### src/rtl/booth2_operand_stage_if.sv
// Handshake bundle for the Booth operand stage: input pair channel
// (in_*) and registered operand/code channel (out_*).
interface booth2_operand_stage_if;
  logic        in_valid;
  logic        in_ready;
  logic [15:0] in_a;
  logic [15:0] in_b;
  logic        out_valid;
  logic        out_ready;
  logic [15:0] out_a;
  logic [15:0] out_inversed_a;
  logic        out_a_is_min;
  logic [23:0] out_booth_code;

  modport master (
    output in_valid, in_a, in_b, out_ready,
    input  in_ready, out_valid, out_a,
    input  out_inversed_a, out_a_is_min,
    input  out_booth_code
  );

  modport slave (
    input  in_valid, in_a, in_b, out_ready,
    output in_ready, out_valid, out_a,
    output out_inversed_a, out_a_is_min,
    output out_booth_code
  );
endinterface

### src/rtl/booth2_operand_stage.sv
// Booth radix-4 operand stage: registers A, -A, A==min and 8 Booth codes of B.
// Ports: sys_clk, sys_rst_n (async low), bus (slave: in_* pair in, out_* out).
module booth2_operand_stage (
  input logic                    sys_clk,
  input logic                    sys_rst_n,
  booth2_operand_stage_if.slave  bus
);

  typedef struct packed {
    logic [15:0] a;
    logic [15:0] inv;
    logic        is_min;
    logic [23:0] code;
  } pair_t;

  typedef enum logic [1:0] {
    EMPTY,
    ONE,
    TWO
  } state_e;

  state_e      state_q;
  pair_t       out_q;
  pair_t       skid_q;
  pair_t       pair_d;
  logic        valid_q;
  logic        ready_q;
  logic [16:0] bext;
  logic        accept;

  // B with an implicit zero below bit 0, so code k is bext[2k+2:2k].
  always_comb begin
    pair_d        = '0;
    bext          = {bus.in_b, 1'b0};
    pair_d.a      = bus.in_a;
    pair_d.inv    = ~bus.in_a + 16'd1;
    pair_d.is_min = (bus.in_a == 16'h8000);
    for (int k = 0; k < 8; k++) begin
      pair_d.code[3*k +: 3] = bext[2*k +: 3];
    end
  end

  assign accept = bus.in_valid & ready_q;

  always_ff @(posedge sys_clk or negedge sys_rst_n) begin
    if (!sys_rst_n) begin
      state_q <= EMPTY;
      out_q   <= '0;
      skid_q  <= '0;
      valid_q <= 1'b0;
      ready_q <= 1'b1;
    end else begin
      unique case (state_q)
        EMPTY: begin
          if (accept) begin
            out_q   <= pair_d;
            valid_q <= 1'b1;
            state_q <= ONE;
          end
        end
        ONE: begin
          if (accept && bus.out_ready) begin
            out_q <= pair_d;
          end else if (accept) begin
            skid_q  <= pair_d;
            ready_q <= 1'b0;
            state_q <= TWO;
          end else if (bus.out_ready) begin
            valid_q <= 1'b0;
            state_q <= EMPTY;
          end
        end
        TWO: begin
          if (bus.out_ready) begin
            out_q   <= skid_q;
            skid_q  <= '0;
            ready_q <= 1'b1;
            state_q <= ONE;
          end
        end
        default: begin
          state_q <= EMPTY;
          valid_q <= 1'b0;
          ready_q <= 1'b1;
        end
      endcase
    end
  end

  assign bus.in_ready       = ready_q;
  assign bus.out_valid      = valid_q;
  assign bus.out_a          = out_q.a;
  assign bus.out_inversed_a = out_q.inv;
  assign bus.out_a_is_min   = out_q.is_min;
  assign bus.out_booth_code = out_q.code;

endmodule

### src/flat_wrapper.sv
// flat-port wrapper written by rule: the top's interface ports become plain ports
module booth2_operand_stage_flat 
  (sys_clk, sys_rst_n, bus_in_valid, bus_in_a, bus_in_b, bus_out_ready, bus_in_ready, bus_out_valid, bus_out_a, bus_out_inversed_a, bus_out_a_is_min, bus_out_booth_code);
  booth2_operand_stage_if bus_i ();
  input logic sys_clk;
  input logic sys_rst_n;
  input wire logic [$bits(bus_i.in_valid)-1:0] bus_in_valid;
  input wire logic [$bits(bus_i.in_a)-1:0] bus_in_a;
  input wire logic [$bits(bus_i.in_b)-1:0] bus_in_b;
  input wire logic [$bits(bus_i.out_ready)-1:0] bus_out_ready;
  output wire logic [$bits(bus_i.in_ready)-1:0] bus_in_ready;
  output wire logic [$bits(bus_i.out_valid)-1:0] bus_out_valid;
  output wire logic [$bits(bus_i.out_a)-1:0] bus_out_a;
  output wire logic [$bits(bus_i.out_inversed_a)-1:0] bus_out_inversed_a;
  output wire logic [$bits(bus_i.out_a_is_min)-1:0] bus_out_a_is_min;
  output wire logic [$bits(bus_i.out_booth_code)-1:0] bus_out_booth_code;
  assign bus_i.in_valid = bus_in_valid;
  assign bus_i.in_a = bus_in_a;
  assign bus_i.in_b = bus_in_b;
  assign bus_i.out_ready = bus_out_ready;
  assign bus_in_ready = bus_i.in_ready;
  assign bus_out_valid = bus_i.out_valid;
  assign bus_out_a = bus_i.out_a;
  assign bus_out_inversed_a = bus_i.out_inversed_a;
  assign bus_out_a_is_min = bus_i.out_a_is_min;
  assign bus_out_booth_code = bus_i.out_booth_code;
  booth2_operand_stage u_core (.sys_clk(sys_clk), .sys_rst_n(sys_rst_n), .bus(bus_i));
endmodule
### config.mk
export PLATFORM = sky130hd
export DESIGN_NAME = booth2_operand_stage_flat
export DESIGN_NICKNAME = d
export VERILOG_FILES = /design/src/rtl/booth2_operand_stage_if.sv /design/src/rtl/booth2_operand_stage.sv /design/src/flat_wrapper.sv
export SDC_FILE = /design/constraint.sdc
export NUM_CORES = 1
export LEC_CHECK = 0
export BUFFER_PORTS_ARGS = -buffer_cell sky130_fd_sc_hd__buf_2
export CAP_MARGIN = 20
export CORE_MARGIN = 2
export CORE_UTILIZATION = 50
export CTS_CLUSTER_SIZE = 10
export DETAILED_ROUTE_END_ITERATION = 7
export PLACE_DENSITY = 0.74
export SKIP_CTS_REPAIR_TIMING = 1
export SLEW_MARGIN = 5
export SYNTH_ARGS = -nofsm -noshare
export SYNTH_HDL_FRONTEND = slang
export SYNTH_SLANG_ARGS = --single-unit
### constraint.sdc
create_clock -name sys_clk -period 3.44 [get_ports sys_clk]
set_input_delay 0.344 -clock sys_clk [delete_from_list [all_inputs] [get_ports sys_clk]]
set_output_delay 0.344 -clock sys_clk [all_outputs]
set_load 0.01 [all_outputs]
# Word level (Yosys, flattened, before mapping)

Cells that the tools add are included.

Register bits: 118
Bits in read-only memories: 0
Logic and storage cells: 58
Bits in latches: 0
Memories: 0
Bits of input ports: 36
Output and inout port bits: 59
Memory bits (writable): 0

Multipliers: 0
Add/sub/neg operators: 1
Divide/modulo/power cells: 0
Equality and inequality tests: 11
Bitwise gates (word level): 4
Shift operators: 0
Mux-type cells: 22
Magnitude comparators: 0
Reduce and logical (&&, ||, !) cells: 9

Operators with widths:

| kind                  | number |
|---|---|
| $mux 57               | 5 |
| $pmux 57 s3           | 1 |
| $pmux 57 s2           | 1 |
| $add 16x1->16 const B | 1 |
| $eq 16x16->1 const B  | 1 |
| $not 16->16           | 1 |
| $reduce_and 4->1      | 4 |
| $mux 2                | 5 |
| $ne 2x2->1 const B    | 4 |
| $mux 1                | 7 |
| $ne 2x1->1 const B    | 3 |
| $pmux 1 s3            | 2 |
| $pmux 2 s3            | 1 |
| $reduce_and 5->1      | 1 |
| $ne 3x2->1 const B    | 1 |
| $reduce_bool 3->1     | 1 |
| $eq 2x1->1 const B    | 1 |
| $eq 2x2->1 const B    | 1 |
| $logic_not 2->1       | 1 |
| $not 1->1             | 2 |
| $reduce_bool 2->1     | 1 |
| $and 1x1->1           | 1 |
| $logic_and 1x1->1     | 1 |

# Longest topological paths before layout

Gate-level depths: netlist of run 1.

Depth in word-level cells: 5
Gate-level depth with buffers: 7
Depth with buffers taken out: 6

# Worst setup path before layout of run 1

Ideal clock, no wire load.

Path kind: input port to flip-flop
From: input port bus_in_a[6]
To: register u_core.out_q (netlist bit u_core.bus.out_inversed_a[15])
Buffers on the path: 2
Setup time: 0.084 ns
Stages: 6
Data arrival time: 2.011 ns
Required time: 3.356 ns
Path slack: 1.345 ns
Cell sequence: or4_4 buf_6 or3_1 buf_2 or3_1 a41oi_2

Word-level cells in the longest chain between the ends: 4
Elaborated cells on any way between the ends: 5
Classes of those cells: add/sub (1); mux (3); bitwise (1)

RTL lines:

| element                    | RTL line                                               | RTL |
|---|---|---|
| start: declaration         | flat_wrapper.sv:8                                      | `input wire logic [$bits(bus_i.in_a)-1:0] bus_in_a;` |
| $not 16->16 *              | booth2_operand_stage.sv:36                             | `pair_d.inv = ~bus.in_a + 16'd1;` |
| $add 16x1->16 *            | booth2_operand_stage.sv:36                             |  |
| $mux 57 (on tied branches) | booth2_operand_stage.sv:62, booth2_operand_stage.sv:55 |  |
| $pmux 57 s3 *              | booth2_operand_stage.sv:53                             | `unique case (state_q)` |
| end signal: assignment     | booth2_operand_stage.sv:56                             | `out_q <= pair_d;` |
| end signal: assignment     | booth2_operand_stage.sv:63                             | `out_q <= pair_d;` |
| end signal: assignment     | booth2_operand_stage.sv:75                             | `out_q <= skid_q;` |
| end: declaration           | booth2_operand_stage.sv:23                             | `pair_t out_q;` |

Every way passes the cells marked *; elsewhere a longest branch is shown, timed or not. The select of a mux whose other input is x is not followed.
A chain may end at the register's enable or synchronous reset.

# Final worst setup path of run 1

From: register u_core.ready_q (netlist: u_core.bus.in_ready)
To: register u_core.out_q (netlist bit u_core.bus.out_inversed_a[14])

Word-level cells in the longest chain between the ends: 4
Elaborated cells on any way between the ends: 5
Classes of those cells: eq/ne (2); bitwise (1); reduce/logical (2)

RTL lines:

| element                      | RTL line                   | RTL |
|---|---|---|
| start: declaration           | booth2_operand_stage.sv:27 | `logic ready_q;` |
| start signal: assignment     | booth2_operand_stage.sv:51 | `ready_q <= 1'b1;` |
| start signal: assignment     | booth2_operand_stage.sv:66 | `ready_q <= 1'b0;` |
| start signal: assignment     | booth2_operand_stage.sv:77 | `ready_q <= 1'b1;` |
| $and 1x1->1 *                | booth2_operand_stage.sv:43 | `assign accept = bus.in_valid & ready_q;` |
| $logic_and 1x1->1            | booth2_operand_stage.sv:62 | `if (accept && bus.out_ready) begin` |
| $ne 2x1->1 (no line)         | n/a                        |  |
| $reduce_and 4->1 (no line) * | n/a                        |  |

Every way passes the cells marked *; elsewhere a longest branch is shown, timed or not.

==> results of run 1 <==
[cells by family (layout without fill, tap and decap cells)]
group                      after synthesis  after routing  share of synthesized area (%)
other                                    1              1                        0.08175
muxes                                    7              7                          1.637
xor gates and xnor gates                 4              4                         0.7639
AOI/OAI and AO/OA                      118            118                          15.52
adders and majority gates                1              1                         0.2727
buffers and inverters                   52            123                          5.183
and+or+nand+nor                        221            221                          21.96
DFF                                    100            100                          54.58
[placed cells by master, fill, tap and decap left out, types with 3 or more instances in the layout]
cell type,n
nand3_1,4
a31oi_1,39
dfrtp_1,99
xnor2_1,3
nor3_1,53
o21ai_1,9
nor4_1,3
or3_1,11
inv_1,3
mux2_1,3
buf_2,92
o21ai_0,41
mux2i_1,3
clkbuf_8,9
nand2_1,122
buf_4,10
a21oi_1,10
o41ai_1,3
nor2_1,8
[worst reg2reg max path, cell delays in order, from the launching register on]
cell	delay, ps
dfstp_2	580
and3b_1	300
and2_2	190
or2_2	490
buf_4	380
a41oi_1	150
[sequential cells by signal, summed over array words and instances, names as in the netlist]
register	cells
u_core.bus.out_valid	1
u_core.bus.in_ready	1
u_core.bus.out_a_is_min	1
u_core.bus.out_booth_code	16
u_core.bus.out_inversed_a	15
u_core.bus.out_a	16
u_core.state_q	2
u_core.skid_q	48
[layout make-up]
cell class	count	area [um^2]	area share [%]
sequential	100	2504	47.13
timing repair buffer	104	573.1	10.79
multi-input combinational	352	1883	35.45
inverter	3	11.26	0.2120
clock inverter	7	82.58	1.554
tap	108	135.1	2.544
clock buffer	9	123.9	2.332
[routing by layer]
layer	up-vias	wire length [um]	part of all wire, %
met1	1864	5003	46
li1	1896	-	-
met5	-	0	0
met4	0	150	1.4
met2	119	5167	47
met3	10	630	5.8
[how the worst max path moves through the flow]
stage	startpoint	endpoint	slack, ps	cells past startpoint
4_1_cts	u_core.state_q[0]	u_core.bus.out_inversed_a[15]	1170	4
2_1_floorplan	bus_in_a[6]	u_core.bus.out_inversed_a[15]	1350	6
3_3_place_gp	bus_in_a[10]	u_core.bus.out_inversed_a[15]	1240	5
3_5_place_dp	u_core.state_q[0]	u_core.bus.out_inversed_a[15]	1180	4
5_1_grt	u_core.state_q[1]	u_core.skid_q[13]	1030	4
6_report	u_core.bus.in_ready	u_core.bus.out_inversed_a[14]	1220	5
[power by group through the flow]
stage          sequential [mW]  combinational [mW]  clock (mW)
2_1_floorplan             1.20              0.0362           0
3_3_place_gp              1.20              0.0974           0
3_5_place_dp              1.20              0.0998           0
4_1_cts                   1.17               0.100       0.803
5_1_grt                   1.17               0.119       0.848
6_report                  1.17               0.104       0.783
[metrics by stage]
step	util [%]	hold slack (ps)	worst slack [ps]	power, mW	std cells
6_report	60.33	213.4	1220	2.062	683
4_1_cts	59.90	197.0	1170	2.078	681
3_3_place_gp	57.56	459.2	1240	1.295	665
3_5_place_dp	57.56	469.9	1177	1.298	665
5_1_grt	60.33	220.3	1035	2.141	683
2_1_floorplan	-	48.41	1345	1.234	504
==> flow_metrics.py, run 1 <==
metrics = {
    "logic_synthesis": {
        "synth_area_leader_cell": "dfrtp_1",
        "synthTopCellsByArea": "dfrtp_1 54%, nand2_1 10%, nor3_1 5.8%",
        "ys_types": 50,
        "synth_top_area_share_pct": 54.01,
        "synth_area_um2": 4587,
        "synthArstFlopShare_pct": 100.0,
        "syn_inst": 504,
        "ys_top_cells_by_count": "122 x nand2_1, 99 x dfrtp_1, 53 x nor3_1",
        "ys_warn_count": 0,
        "yosysSeqAreaShare_pct": 54.58,
        "ys_ff_latch": 100,
        "syn_nets": 541,
        "synth_edf_count": 0,
        "syn-mean-instance-area_um2": 9.101,
        "synthFlopType": "dfrtp_1",
        "synth.most_common_cell": "nand2_1",
    },
    "floorplanning": {
        "coreArea_um2": 8806,
        "rows": 34,
        "die_area_um2": 9956,
        "start_util_pct": 52.09,
        "boundaryPins": 95,
        "die_y_um": 99.78,
        "fp.dieW_um": 99.78,
    },
    "job": {
        "cap_violations": 0,
    },
    "sta": {
        "slew_viol_final": 0,
        "fmax_mhz": 450.4,
        "max_slew_margin_pct": 38.93,
        "final-setup-viol-count": 0,
        "worst_pin_slew_ps": 912.8,
        "finalHoldViolCount": 0,
        "rsz0062_at_grt": "no",
        "finalCritPeriodShare_pct": 64.55,
        "finalSetupTns_ps": 0,
        "layout_min_cycle_time_ps": 2220,
        "finClkSkew_ps": 10.27,
    },
    "power_and_ir_drop": {
        "pwr-share-seq_pct": 57.0,
        "comb_power_share_pct": 5.0,
        "power.switching_mw": 0.5028,
        "power_frac_clock_pct": 38.0,
        "p_leak_nw": 2.642,
        "power_density_nw_per_um2": 388.1,
        "p_int_mw": 1.559,
        "vdd_drop_max_mv": 0.2556,
        "p_sw_share_pct": 24.39,
    },
    "critical_path": {
        "crit_family": "simple AND/OR/NAND/NOR gates",
        "cp-start-kind": "register",
        "cp_slowest_cell": "dfstp_2",
        "worst-path-max-fanout": 27,
        "arrival_ps": 2450,
        "worstSetupEndpointType": "register",
        "worstSetupPathType": "register to register",
        "crit_chain": "and3b_1 > and2_2 > or2_2 > buf_4 > a41oi_1",
        "cp_data_required_time_ps": 3670,
        "r2r-end": "u_core.bus.out_inversed_a[14]",
        "cp_num_buf_inv": 1,
        "rrSetupSlack_ps": 1220,
        "cp_slowest_stage_delay_ps": 580,
        "reg2reg_depth": 5,
        "r2r-start": "u_core.bus.in_ready",
    },
    "cts": {
        "clockBufferDepth": 2,
        "clockRootBuffer": "clkbuf_8",
        "cts.sinks": 100,
        "cts_buffers": 9,
        "clk_latency_ps": 370,
        "cts.clk_slew.worst_paths_ps": 100,
        "cts-htree-levels": 3,
        "cts_tree": "yes",
    },
    "route": {
        "dr.pass1.iters": 5,
        "detail_route.wirelength_um": 10950,
        "drtAntennaViolNets": 0,
        "viasPerCell": 5.694,
        "wl_per_cell_um": 16.04,
        "drt_iter0_markers": 201,
        "vias": 3889,
        "drc_errors": 0,
    },
    "layout": {
        "synthToLayoutAreaGrowth_pct": 15.82,
        "num_antenna_cells": 0,
        "drive_gt1_share_pct": 22.78,
        "fill_cells": 784,
        "design_area_um2": 5313,
        "nets": 607,
    },
    "global_routing": {
        "track_usage_pct": 22.90,
        "grtUsageMet2_pct": 36.07,
        "top_usage_layer": "met2",
        "use_met3_pct": 4.318,
        "antenna_found_initial": 0,
        "grt_max_degree": 89,
        "grt_util_met1_pct": 31.45,
        "overflow": 0,
        "grt_pass1_vias": 3819,
        "grt_first_pass_wirelength_um": 18150,
    },
    "hold_path": {
        "min-delay-start": "bus_out_ready",
        "hold_end": "u_core.state_q[1]",
        "hold_depth": 2,
        "hp-class": "input port to register",
    },
    "placement": {
        "dpl.hpwl_um": 7187,
        "place.gp.congestion": 0.8071,
        "portBuffers": 93,
        "postPlaceCellArea_um2": 5069,
    },
    "run_status": {
        "status": "complete, no violations",
    },
}
Power figures use the tool's default switching activity.
==> run 2, diff against run 1 <==
Settings changed: CORE_UTILIZATION 50 to 49, PLACE_DENSITY 0.74 to 0.75.
Clock period 3.44 ns to 1.89 ns, I/O delays scaled along.
==> run 2 against run 1 <==
Compared with the run above:
- first-iteration DRC count increased by 25%
- power increased by 85%
- flip-flop and latch count unchanged
- sequential share of layout area decreased by 2.1 points
- setup slack got worse by 1100 ps
- register-to-register slack got worse by 1100 ps
- critical path type unchanged
- critical endpoint unchanged
- largest cell class unchanged
- highest routed layer unchanged
==> flow_metrics.py, run 2 (synthesis gave the netlist of run 1 again) <==
metrics = {
    "power_and_ir_drop": {
        "power_density_nw_per_um2": 685.0,
        "p_total_mw": 3.810,
        "p_leak_nw": 2.788,
        "vdd_drop_max_mv": 0.4849,
    },
    "critical_path": {
        "cp-start-kind": "register",
        "worstSetupEndpointType": "register",
        "rrSetupSlack_ps": 90,
        "cp_data_required_time_ps": 2120,
        "cp_slowest_stage_delay_ps": 580,
        "cp_slowest_cell": "dfstp_2",
        "crit_chain": "and3b_1 > and2_2 > or2_2 > buf_4 > a41oi_1",
        "arrival_ps": 2030,
        "worst-path-max-fanout": 22,
        "worstSetupPathType": "register to register",
    },
    "placement": {
        "postPlaceCellArea_um2": 5345,
        "dp.cells": 696,
        "portBuffers": 93,
        "dpl.hpwl_um": 7979,
        "place.gp.congestion": 0.8208,
    },
    "sta": {
        "layout_min_cycle_time_ps": 1803,
        "fmax_mhz": 554.6,
        "finalCritPeriodShare_pct": 95.40,
        "finalSetupTns_ps": 0,
        "slew_viol_final": 0,
        "finClkSkew_ps": 8.426,
        "rsz0062_at_grt": "yes",
        "final-setup-viol-count": 0,
        "finalHoldViolCount": 0,
    },
    "layout": {
        "fill_cells": 789,
        "largest_reg_flops": 48,
        "largest-register": "u_core.skid_q",
        "fin_cells": 712,
        "seqCellArea_um2": 2505,
        "mostFrequentLayoutCell": "nand2_1",
        "nets": 634,
        "multi_input_area_um2": 1883,
        "design_area_um2": 5562,
        "synthToLayoutAreaGrowth_pct": 21.25,
        "final_cell_mix": "122 x nand2_1, 98 x dfrtp_1, 92 x buf_2",
        "num_antenna_cells": 0,
        "drive_gt1_share_pct": 25.96,
    },
    "global_routing": {
        "grt_max_degree": 48,
        "overflow": 0,
        "use_met3_pct": 4.646,
        "grt_pass1_vias": 3915,
        "top_usage_layer": "met2",
        "grtUsageMet2_pct": 38.31,
        "antenna_found_initial": 0,
        "grt_first_pass_wirelength_um": 19130,
        "track_usage_pct": 24.03,
        "grt_util_met1_pct": 33.49,
    },
    "cts": {
        "cts-htree-levels": 3,
        "clockRootBuffer": "clkbuf_8",
        "cts_tree": "yes",
        "clockBufferDepth": 2,
        "cts.clk_slew.worst_paths_ps": 90,
        "cts.sinks": 100,
        "cts_buffers": 9,
        "clk_latency_ps": 360,
    },
    "route": {
        "detail_route.wirelength_um": 11360,
        "vias": 4017,
        "viasPerCell": 5.642,
        "drtAntennaViolNets": 0,
        "drt_iter0_markers": 252,
        "dr.pass1.iters": 4,
        "drc_errors": 0,
        "wl_per_cell_um": 15.96,
    },
    "job": {
        "cap_violations": 0,
    },
    "floorplanning": {
        "rows": 35,
        "die_y_um": 100.8,
        "coreArea_um2": 9153,
        "boundaryPins": 95,
        "start_util_pct": 50.12,
        "fp.dieW_um": 100.8,
        "die_area_um2": 10150,
    },
    "hold_path": {
        "hp-class": "input port to register",
    },
    "run_status": {
        "status": "complete, no violations",
    },
}
-- run 2: routing by layer --
metal,routed length [um],share of wire (%)
met2,5494,48
met1,5164,45
met3,553,4.9
met5,0,0
met4,150,1.3
-- run 2: layout make-up --
| cell class | count | area share [%] |
|---|---|---|
| multi-input cells | 352 | 33.86 |
| inverters | 3 | 0.2025 |
| repair buffers | 131 | 14.71 |
| clock buffers | 11 | 2.362 |
| clock inverters | 4 | 1.327 |
| well taps | 111 | 2.497 |
| flip-flops and latches | 100 | 45.04 |
-- run 2: worst max-delay path: cells and delay by family, from the launching register on --
| kind | cells | cell delay, ps |
|---|---|---|
| and+or+nand+nor | 3 | 650 |
| buffers and inverters | 1 | 270 |
| AOI/OAI and AO/OA | 1 | 150 |
| DFF | 1 | 580 |
-- run 2: final timing paths --
path	endpoint	from	depth (start not counted)
max	u_core.bus.out_inversed_a[14]	u_core.bus.in_ready	5
min	u_core.state_q[1]	bus_out_ready	2
max reg2reg	u_core.bus.out_inversed_a[14]	u_core.bus.in_ready	5
min reg2reg	u_core.skid_q[30]	u_core.skid_q[30]	2
max in group asynchronous	u_core.bus.out_booth_code[21]	sys_rst_n	3
min in group asynchronous	u_core.bus.out_a[9]	sys_rst_n	2
-- run 2: metrics by stage --
stage / hold slack, ps / utilization, % / worst slack, ps
floorplan: -106.6 / - / -19.86
global placement: 152.5 / 58.40 / -100.9
detailed placement: 160.7 / 58.40 / -137.5
CTS: -244.4 / 60.64 / 32.32
global route: 78.11 / 60.77 / -6.326
finish: 75.18 / 60.77 / 87.02
-- run 2: report_power, final --
| part | leakage [nW] | switching, mW | internal [mW] |
|---|---|---|---|
| Combinational | 1.29 | 0.132 | 0.0821 |
| Sequential | 1.39 | 0 | 2.14 |
| Clock | 0.104 | 0.715 | 0.743 |
